## config.mk

```make
export PLATFORM = sky130hd
export DESIGN_NAME = control_sequencer
export DESIGN_NICKNAME = d
export VERILOG_FILES = /design/src/rtl/control_sequencer.sv
export SDC_FILE = /design/constraint.sdc
export NUM_CORES = 1
export LEC_CHECK = 0
export CAP_MARGIN = 20
export CELL_PAD_IN_SITES_DETAIL_PLACEMENT = 0
export CELL_PAD_IN_SITES_GLOBAL_PLACEMENT = 1
export CORE_MARGIN = 5
export CORE_UTILIZATION = 19
export DETAILED_ROUTE_END_ITERATION = 16
export PLACE_DENSITY_LB_ADDON = 0.1
export SKIP_LAST_GASP = 1
export SYNTH_ARGS = -nofsm -noshare
export SYNTH_HDL_FRONTEND = slang
export SYNTH_SLANG_ARGS = --single-unit
```

## constraint.sdc

```tcl
create_clock -name Clock -period 2.4 [get_ports Clock]
set_input_delay 0.48 -clock Clock [delete_from_list [all_inputs] [get_ports Clock]]
set_output_delay 0.48 -clock Clock [all_outputs]
set_load 0.01 [all_outputs]
```

## src/rtl/control_sequencer.sv

```systemverilog
// Purpose: hardwired Moore control unit; fetch T0-T2, then decoded execute steps.
// Latency: one state per Clock; strobes are combinational from state and IR[31:27].
// Backpressure: none; the datapath captures at the edge that ends each state.
module control_sequencer #(
  parameter logic [4:0] ALU_ADD = 5'b00011,
  parameter logic [4:0] ALU_SUB = 5'b00100,
  parameter logic [4:0] ALU_AND = 5'b00101,
  parameter logic [4:0] ALU_OR  = 5'b00110
) (
  input  logic        Clock,
  input  logic        clear,
  input  logic [31:0] IR,
  input  logic        CON,
  output logic        Run,
  output logic [4:0]  opcode,
  output logic        Gra, Grb, Grc, Rin, Rout, BAout,
  output logic        PCout, PCin, IncPC, MARin, MDRin, MDRout, IRin,
  output logic        Read, Write,
  output logic        Yin, Zin, Zlowout, Zhighout, HIin, LOin, Cout, CONin
);

  typedef enum logic [3:0] {
    RST, T0, T1, T2, T3, T4, T5, T6, T7, HALT
  } state_t;

  localparam logic [4:0] OP_LD   = 5'b00000;
  localparam logic [4:0] OP_LDI  = 5'b00001;
  localparam logic [4:0] OP_ST   = 5'b00010;
  localparam logic [4:0] OP_ADD  = 5'b00011;
  localparam logic [4:0] OP_SUB  = 5'b00100;
  localparam logic [4:0] OP_AND  = 5'b00101;
  localparam logic [4:0] OP_OR   = 5'b00110;
  localparam logic [4:0] OP_BRX  = 5'b10010;
  localparam logic [4:0] OP_HALT = 5'b11011;

  state_t     r_state;
  state_t     w_next;
  logic [4:0] w_op;
  logic       w_mem;   // ld/ldi/st share the base+offset address steps
  logic       w_alu;   // register-register ALU group
  logic [4:0] w_alu_sel;

  assign w_op  = IR[31:27];
  assign w_mem = (w_op == OP_LD) || (w_op == OP_LDI) || (w_op == OP_ST);
  assign w_alu = (w_op == OP_ADD) || (w_op == OP_SUB) || (w_op == OP_AND) || (w_op == OP_OR);

  // map the instruction opcode onto the ALU select for the register-register group
  always_comb begin
    w_alu_sel = ALU_ADD;
    case (w_op)
      OP_SUB:  w_alu_sel = ALU_SUB;
      OP_AND:  w_alu_sel = ALU_AND;
      OP_OR:   w_alu_sel = ALU_OR;
      default: w_alu_sel = ALU_ADD;
    endcase
  end

  // state register; clear wins over everything, abandoning any partial instruction
  always_ff @(posedge Clock) begin
    if (clear) r_state <= RST;
    else       r_state <= w_next;
  end

  // next-state and Moore strobe decode
  always_comb begin
    w_next = r_state;
    Run = 1'b1; opcode = 5'd0;
    Gra = 1'b0; Grb = 1'b0; Grc = 1'b0; Rin = 1'b0; Rout = 1'b0; BAout = 1'b0;
    PCout = 1'b0; PCin = 1'b0; IncPC = 1'b0; MARin = 1'b0; MDRin = 1'b0;
    MDRout = 1'b0; IRin = 1'b0; Read = 1'b0; Write = 1'b0;
    Yin = 1'b0; Zin = 1'b0; Zlowout = 1'b0; Cout = 1'b0; CONin = 1'b0;
    // mul/div strobes are not used by this instruction set
    Zhighout = 1'b0; HIin = 1'b0; LOin = 1'b0;
    case (r_state)
      RST: begin
        Run = 1'b0;
        w_next = T0;
      end
      T0: begin
        PCout = 1'b1; MARin = 1'b1; IncPC = 1'b1; Zin = 1'b1;
        w_next = T1;
      end
      T1: begin
        Zlowout = 1'b1; PCin = 1'b1; Read = 1'b1; MDRin = 1'b1;
        w_next = T2;
      end
      T2: begin
        MDRout = 1'b1; IRin = 1'b1;
        w_next = T3;
      end
      T3: begin
        w_next = T4;
        if (w_mem) begin
          Grb = 1'b1; BAout = 1'b1; Yin = 1'b1;
        end else if (w_alu) begin
          Grb = 1'b1; Rout = 1'b1; Yin = 1'b1;
        end else if (w_op == OP_BRX) begin
          Gra = 1'b1; Rout = 1'b1; CONin = 1'b1;
        end else if (w_op == OP_HALT) begin
          w_next = HALT;
        end else begin
          w_next = T0;   // nop and undefined opcodes
        end
      end
      T4: begin
        w_next = T5;
        if (w_mem) begin
          Cout = 1'b1; opcode = ALU_ADD; Zin = 1'b1;
        end else if (w_alu) begin
          Grc = 1'b1; Rout = 1'b1; opcode = w_alu_sel; Zin = 1'b1;
        end else begin
          PCout = 1'b1; Yin = 1'b1;   // brx: PC into Y
        end
      end
      T5: begin
        if (w_op == OP_BRX) begin
          Cout = 1'b1; opcode = ALU_ADD; Zin = 1'b1;
          w_next = T6;
        end else if (w_op == OP_LD || w_op == OP_ST) begin
          Zlowout = 1'b1; MARin = 1'b1;
          w_next = T6;
        end else begin
          Zlowout = 1'b1; Gra = 1'b1; Rin = 1'b1;   // ldi and ALU writeback
          w_next = T0;
        end
      end
      T6: begin
        if (w_op == OP_BRX) begin
          // branch condition is only consulted here
          Zlowout = CON; PCin = CON;
          w_next = T0;
        end else if (w_op == OP_ST) begin
          Gra = 1'b1; Rout = 1'b1; MDRin = 1'b1;
          w_next = T7;
        end else begin
          Read = 1'b1; MDRin = 1'b1;
          w_next = T7;
        end
      end
      T7: begin
        if (w_op == OP_ST) Write = 1'b1;
        else begin
          MDRout = 1'b1; Gra = 1'b1; Rin = 1'b1;
        end
        w_next = T0;
      end
      HALT: begin
        Run = 1'b0;
        w_next = HALT;
      end
      default: begin
        Run = 1'b0;
        w_next = RST;
      end
    endcase
  end

endmodule

```

==> impl.org <==
** Floorplanning
- Pin placement for this block handled 64 I/O pins.
- After floorplanning, the core was sized to cover 3660 um2.
- Width of the chip :: 71.5 um
- Initial Utilization :: 0.196
- The floorplan step set the die height to 71.5 um.
- DIE AREA :: 5110 um2
- Cell row count :: 22

** Timing
- Time the worst path needs with I/O delays and setup :: 2.40 ns
- Achievable frequency :: 0.417 GHz
- Setup repair after global routing missed its margin :: yes
- Of the available clock period, the critical path in the final layout requires 0.998.
- Between clock sinks in the finished design, the worst skew comes to 0.00273 ns.
- Aggregate negative setup slack :: 0 ns
- Setup violations remaining at the end of the flow were counted as 0.
- The final count of hold timing violations was 0.
- The number of max-slew violations in the final report came to 0.

** Power
- PwrDens :: 286 nW/um2
- Summed over all cells, the static leakage comes to 0.608 nW.
- Clock share of power :: 0.368
- Of the total power, the share spent switching nets is 0.314.
- Net switching power of the design :: 117 uW
- Internal power contribution :: 256 uW
- Comb power frac :: 0.437
- Worst vdd rail ir drop :: 0.117 mV
- PnR Total Power :: 373 uW
- The share of total power dissipated in sequential elements is 0.195.

** Clocking
- H-tree lvl count :: 1
- The tree is rooted in a sky130_fd_sc_hd__clkbuf_8.
- For this design, the CTS-stage hold fixing added 0 buffers.
- CTS buffer count :: 3
- Clock-pin slew was measured on the worst setup and hold paths at 0.03 ns.
- For the worst-skew pair, the clock arrives at the later sink with an insertion delay of 0.21 ns.
- Clock tree from TritonCTS :: built
- Clk sinks :: 4
- No sink is reached through more buffers than the 2 on the longest clock path.

** Logic synthesis
- Of the synthesized area, sequential elements account for 0.111.
- Synthesized flop and latch total :: 4
- Share of flip-flops with an asynchronous set or reset after synthesis :: 0
- Post-Synthesis Cell Area :: 718 um2
- Number of distinct standard cells referenced by the synthesized netlist :: 41
- After synthesis, the mean cell area works out to 6.36 um2.
- For this run, the number of Yosys warnings is 0.
- Counting flops with a built-in enable in the synthesized netlist gives 0.
- Predominant post-synthesis flop cell :: sky130_fd_sc_hd__dfxtp_1
- Cells after Synth :: 113

** Placement
- DP Area :: 1230 um2
- Post-DP HPWL :: 2.27 mm
- Port bufs :: 31
- Routability Congestion :: 0.833

** Job
- Max-cap violations in this run came to 0.

** Route
- After detailed routing, the number of remaining DRC violations is 0.
- For this block, the routed nets add up to 2.79 mm of wire.
- The first routing iteration left 25 violations.
- Length of the first detailed-routing pass in iterations :: 4
- After detailed routing, the average wire length per cell comes to 13.1 um.
- The detail route stage leaves a number of antenna-violating nets equal to 0.
- Post-detailed-route via-to-cell ratio :: 4.54
- The routed layout has 968 vias.

** Worst setup path
- Crit start category :: input port
- Data arrival time of the worst path :: 1.92 ns
- Worst r2r dst :: r_state[3]
- Origin of the critical flop-to-flop path :: r_state[0]
- CP Max Fanout :: 5
- Setup slack on the worst reg-to-reg path comes out at 0.69 ns.
- Ordered list of cells on the worst path :: clkdlybuf4s15_1 -> or2_4 -> or3_4 -> nor2b_4 -> a211o_1 -> clkdlybuf4s15_2
- Worst setup path category :: input port to output pin
- Peak per-stage delay on the critical path :: 0.43 ns
- STA classifies the critical path endpoint as an output pin.
- In this run the worst setup path begins at IR[31].
- Data on the critical path is required at its endpoint by 1.92 ns.
- Following the worst setup path forward leads to its endpoint at Rout.
- Measured in cells, the most critical reg-to-reg path has a length of 3.
- Highest-delay cell along the critical path :: sky130_fd_sc_hd__or3_4

** Cells and area
- Commonest non-fill, non-tap cell in the layout :: sky130_fd_sc_hd__buf_4
- Number of flip-flops under the largest register name :: 4
- Syn-to-layout area delta :: 81.5%
- Fill cells in the final layout number 410.
- After the last flow step, the layout net total stands at 202.
- Final standard cell area without fillers :: 1300 um2
- Highest-count cells in the layout ignoring fill and taps :: sky130_fd_sc_hd__buf_4 (29), sky130_fd_sc_hd__dlygate4sd2_1 (13), sky130_fd_sc_hd__nor2_1 (12)
- Share of post-route cells with drive strength above 1 :: 0.370
- Diode count :: 0
- Biggest regs :: r_state (4)
- Largest register by flop count :: r_state

** Worst hold path
- Path type of the worst min-delay path :: flop to flop

** Global route
- The via count of the first global-routing pass was 964.
- The first global-routing pass estimated 4.51 mm of wire.
- Sum of overflow across all layers after global routing :: 0
- Entering global routing, the biggest net connects 18 pins.
- GRT Resource Usage Total :: 0.106
- Number of antenna violations at the first check in global routing :: 0

** Outcome
- Outcome :: finished, final reports clean
power groups by stage:
stage | combinational [mW] | clock [mW] | sequential [mW]
2_1_floorplan | 0.0859 | 0 | 0.0720
3_3_place_gp | 0.165 | 0 | 0.0735
3_5_place_dp | 0.163 | 0 | 0.0737
4_1_cts | 0.163 | 0.141 | 0.0728
5_1_grt | 0.178 | 0.149 | 0.0732
6_report | 0.163 | 0.137 | 0.0728
worst min-delay path by stage:
stage | start | endpoint | slack [ns] | cells after the start
floorplan | clear | r_state[3] | 0.55 | 1
global placement | r_state[3] | r_state[1] | 0.52 | 1
detailed placement | r_state[3] | r_state[1] | 0.53 | 1
CTS | r_state[3] | r_state[1] | 0.53 | 1
global route | r_state[3] | r_state[1] | 0.58 | 1
finish | r_state[3] | r_state[1] | 0.54 | 1
cells by family after synthesis:
family | synth area share
simple gates | 0.416
compound gates | 0.253
buf+inv | 0.150
flops | 0.112
xor+xnor | 0.0366
mux | 0.0279
other cells | 0.00522
repair_timing:
action                                  in CTS  in global routing
pin swaps                                    6                  6
resized for setup                           64                 15
endpoints found under the setup margin      21                 13
setup buffers                                1                  0
layout make-up:
| class | instances | area [um2] | share of cell area |
|---|---|---|---|
| inverter | 4 | 15.0 | 0.0115 |
| timing repair buffer | 61 | 479 | 0.368 |
| tap | 48 | 60.1 | 0.0461 |
| sequential | 4 | 80.1 | 0.0614 |
| multi-input combinational | 93 | 628 | 0.482 |
| clock buffer | 3 | 41.3 | 0.0317 |
per-stage QoR:
step | setup WS [ns] | hold WS (ns) | cells | util
floorplan | 0.252 | 0.546 | 117 | -
global placement | -0.645 | 0.517 | 209 | 0.336
detailed placement | -0.629 | 0.527 | 209 | 0.336
CTS | -0.0931 | 0.526 | 213 | 0.357
global route | -0.0484 | 0.577 | 213 | 0.356
finish | 0.00434 | 0.540 | 213 | 0.356
routing by layer:
| layer | global-route usage | share of wire | up-vias |
|---|---|---|---|
| met1 | 0.130 | 0.45 | 459 |
| met5 | 0 | 0 | - |
| met4 | 0.0209 | 0.0022 | 0 |
| li1 | - | - | 495 |
| met3 | 0.0154 | 0.027 | 2 |
| met2 | 0.196 | 0.52 | 12 |
cells in the mapped netlist (all sizes together), types with 2 or more instances:
master	n	area, um2
mux2i	2	20.0
a21oi	11	55.1
buf	9	66.3
dfxtp	4	80.1
o211ai	2	15.0
clkbuf	7	26.3
xnor2	2	17.5
nor2b	4	25.0
nor3	4	20.0
o21ai	5	25.0
nor2	13	48.8
inv	4	15.0
nand3b	2	15.0
nand3	7	35.0
or3	6	37.5
or2	3	18.8
nor4	2	12.5
nand2b	3	18.8
nand2	5	18.8
worst max-delay path, delay by kind of cell:
kind	cells	cell delay, ns
AO/OA/AOI/OAI	1	0.11
buffers and inverters	2	0.45
AND/OR/NAND/NOR	3	0.87
Power figures use the tool's default switching activity.
==> RTL change, RTL diff (same flow settings) <==
Register the inputs `clear`, `IR` and `CON` before use, without a reset. The logic sees them one clock later. Comments in the files are not updated.
--- a/src/rtl/control_sequencer.sv
+++ b/src/rtl/control_sequencer.sv
@@ -35,2 +35,12 @@
 
+  logic clear_q;
+  logic [31:0] IR_q;
+  logic CON_q;
+
+  always_ff @(posedge Clock) begin
+    clear_q <= clear;
+    IR_q    <= IR;
+    CON_q   <= CON;
+  end
+
   state_t     r_state;
@@ -42,3 +52,3 @@
 
-  assign w_op  = IR[31:27];
+  assign w_op  = IR_q[31:27];
   assign w_mem = (w_op == OP_LD) || (w_op == OP_LDI) || (w_op == OP_ST);
@@ -59,3 +69,3 @@
   always_ff @(posedge Clock) begin
-    if (clear) r_state <= RST;
+    if (clear_q) r_state <= RST;
     else       r_state <= w_next;
@@ -129,3 +139,3 @@
           // branch condition is only consulted here
-          Zlowout = CON; PCin = CON;
+          Zlowout = CON_q; PCin = CON_q;
           w_next = T0;
Function: changed (a bounded check fails within 4 cycles, from zero or initial values).
==> RTL change against the original RTL <==
  * The flow now finishes with violations (negative setup slack)
  * Critical path type is now reg -> out
  * Synthesized area increased by 32%
  * Wire length increased by 17%
  * Sequential cell count increased by 7
  * Count of clock-buffer cells in the layout increased by 1
  * Setup slack got worse by 0.061 ns
  * Largest power group is now sequential cells
  * Clock power increased by 32%
  * Non-clock buffer count decreased by 2
  * Cell count increased by 14%
  * Clock skew about the same
  * Largest cell class unchanged
  * Power increased by 52%
  * Final area increased by 24%
  * First-iteration DRC count increased by 72%
==> RTL change: results <==
[clock_tree]
htreeDepth = 1
clock_latency_ns = 0.23
cts_buffers = 3
cts_root_buf = clkbuf_8
clkSlewWorstSetupHoldPaths_ns = 0.05
clockBufferDepth = 2

[global_routing]
track_usage_pct = 10.4
antenna_found_initial = 0
grt_pass1_wl_um = 5290
grt_pass1_vias = 1056
grt_max_degree = 13

[critical_path]
setup.worst_path.end = Rout
reg2reg_depth = 5
r2r-end = r_state[2]$_SDFF_PP0_
r2r_start = r_state[2]$_SDFF_PP0_
worstPathArrival_ns = 1.98
crit_start = IR_q[27]$_DFF_P_
reg2reg_slack_ns = 0.62
critPathSlowestCell = clkdlybuf4s50_1
crit_fanout = 9
slowest_delay_ns = 0.50

[timing]
clock_skew_ns = 0.00315
fin_ws_ns = -0.0567
finalSetupViolations = 1

[synthesis]
yosys_most_used_dff = dfxtp_1
synth_commonest_cells = nor2_1, dfxtp_1, buf_4, nor3_1
ys.warnings.count = 0
async_flop_share_pct = 0
ys_types = 44
synthTopCellsByArea = dfxtp_1, nor2_1, buf_4
ys_seq_area_share_pct = 23.2

[final_layout]
nFillCells = 533
reg.largest.list = IR_q: 5 flops, r_state: 4 flops
diodes = 0
drive_gt1_share_pct = 33.5
fin_nets = 212

[place]
numPortBuffers = 31
detailed_place_hpwl_um = 2650
place.gp.congestion = 0.777
place_ws_ns = -0.0589

[power_and_ir_drop]
ir_drop_uv = 185
p_sw_w = 0.000167
leakagePower_nw = 0.724

[min_path]
hold_depth = 1
hp-class = reg -> reg

[drt]
totalWireLength_um = 3260
via_per_inst = 4.39
first_iter_violations = 43
firstDrtPassIters = 4

[status]
violations = negative setup slack
status = finished with violations
==> RTL change: cell families after synthesis <==
logic type             count (synthesis)  synth area share, %
multiplexers                           1                 1.58
AO/OA/AOI/OAI                         31                 24.8
AND/OR/NAND/NOR                       58                 32.9
flip-flops                            11                 23.2
other                                  1                0.396
XOR/XNOR                               3                 2.77
buffers and inverters                 22                 14.3
==> RTL change: metal layers <==
layer	up-vias	track usage, %	part of all wire (%)
met4	0	3.04	1.2
met5	-	0	0
li1	549	-	-
met1	478	14.0	46
met3	5	1.46	5.6
met2	35	17.2	47
==> RTL change: area by class of cell <==
cell class              instances  area (um2)  share of cell area, %
inverters                       4        15.0                  0.928
multi-input cells              98         713                   44.1
clock buffers                   4        45.0                   2.78
repair buffers                 59         527                   32.6
well taps                      67        83.8                   5.18
flip-flops and latches         11         234                   14.5
==> RTL change: timing repair <==
item,CTS,global route
buffers inserted,0,1
setup endpoints to repair,18,12
hold buffers,0,0
pin swaps,0,2
resized for setup,21,18
==> RTL change: worst min path at each step <==
stage                     from               endpoint  slack, ns
2_1_floorplan  clear_q$_DFF_P_  r_state[3]$_SDFF_PP0_       0.40
3_3_place_gp   clear_q$_DFF_P_  r_state[3]$_SDFF_PP0_       0.42
3_5_place_dp   clear_q$_DFF_P_  r_state[3]$_SDFF_PP0_       0.42
4_1_cts        clear_q$_DFF_P_  r_state[3]$_SDFF_PP0_       0.43
5_1_grt        clear_q$_DFF_P_  r_state[3]$_SDFF_PP0_       0.47
6_report       clear_q$_DFF_P_  r_state[3]$_SDFF_PP0_       0.43
==> RTL change: stage by stage <==
step / total power, W / cells / hold WS, ns / cell area (um2) / TNS [ns]
floorplan: 0.000303 / 131 / 0.403 / 962 / 0
detailed placement: 0.000376 / 238 / 0.424 / 1440 / -0.0589
global route: 0.000602 / 243 / 0.469 / 1620 / -0.242
finish: 0.000569 / 243 / 0.427 / 1620 / -0.0567
CTS: 0.000569 / 242 / 0.431 / 1550 / -0.104
global placement: 0.000377 / 238 / 0.423 / 1440 / -0.120
==> RTL change: power by group through the flow <==
stage | clock, W | sequential [W] | combinational (W)
finish | 0.000181 | 0.000209 | 0.000179
global route | 0.000196 | 0.000212 | 0.000195
CTS | 0.000188 | 0.000207 | 0.000174
detailed placement | 0 | 0.000210 | 0.000166
floorplan | 0 | 0.000202 | 0.000101
global placement | 0 | 0.000210 | 0.000167
==> RTL change: worst max-delay path: cells and delay by family, from the launching register on <==
family / cells / cell delay [ns]
XOR/XNOR: 1 / 0.14
buffers and inverters: 1 / 0.50
flip-flops: 1 / 0.41
AND/OR/NAND/NOR: 3 / 0.70
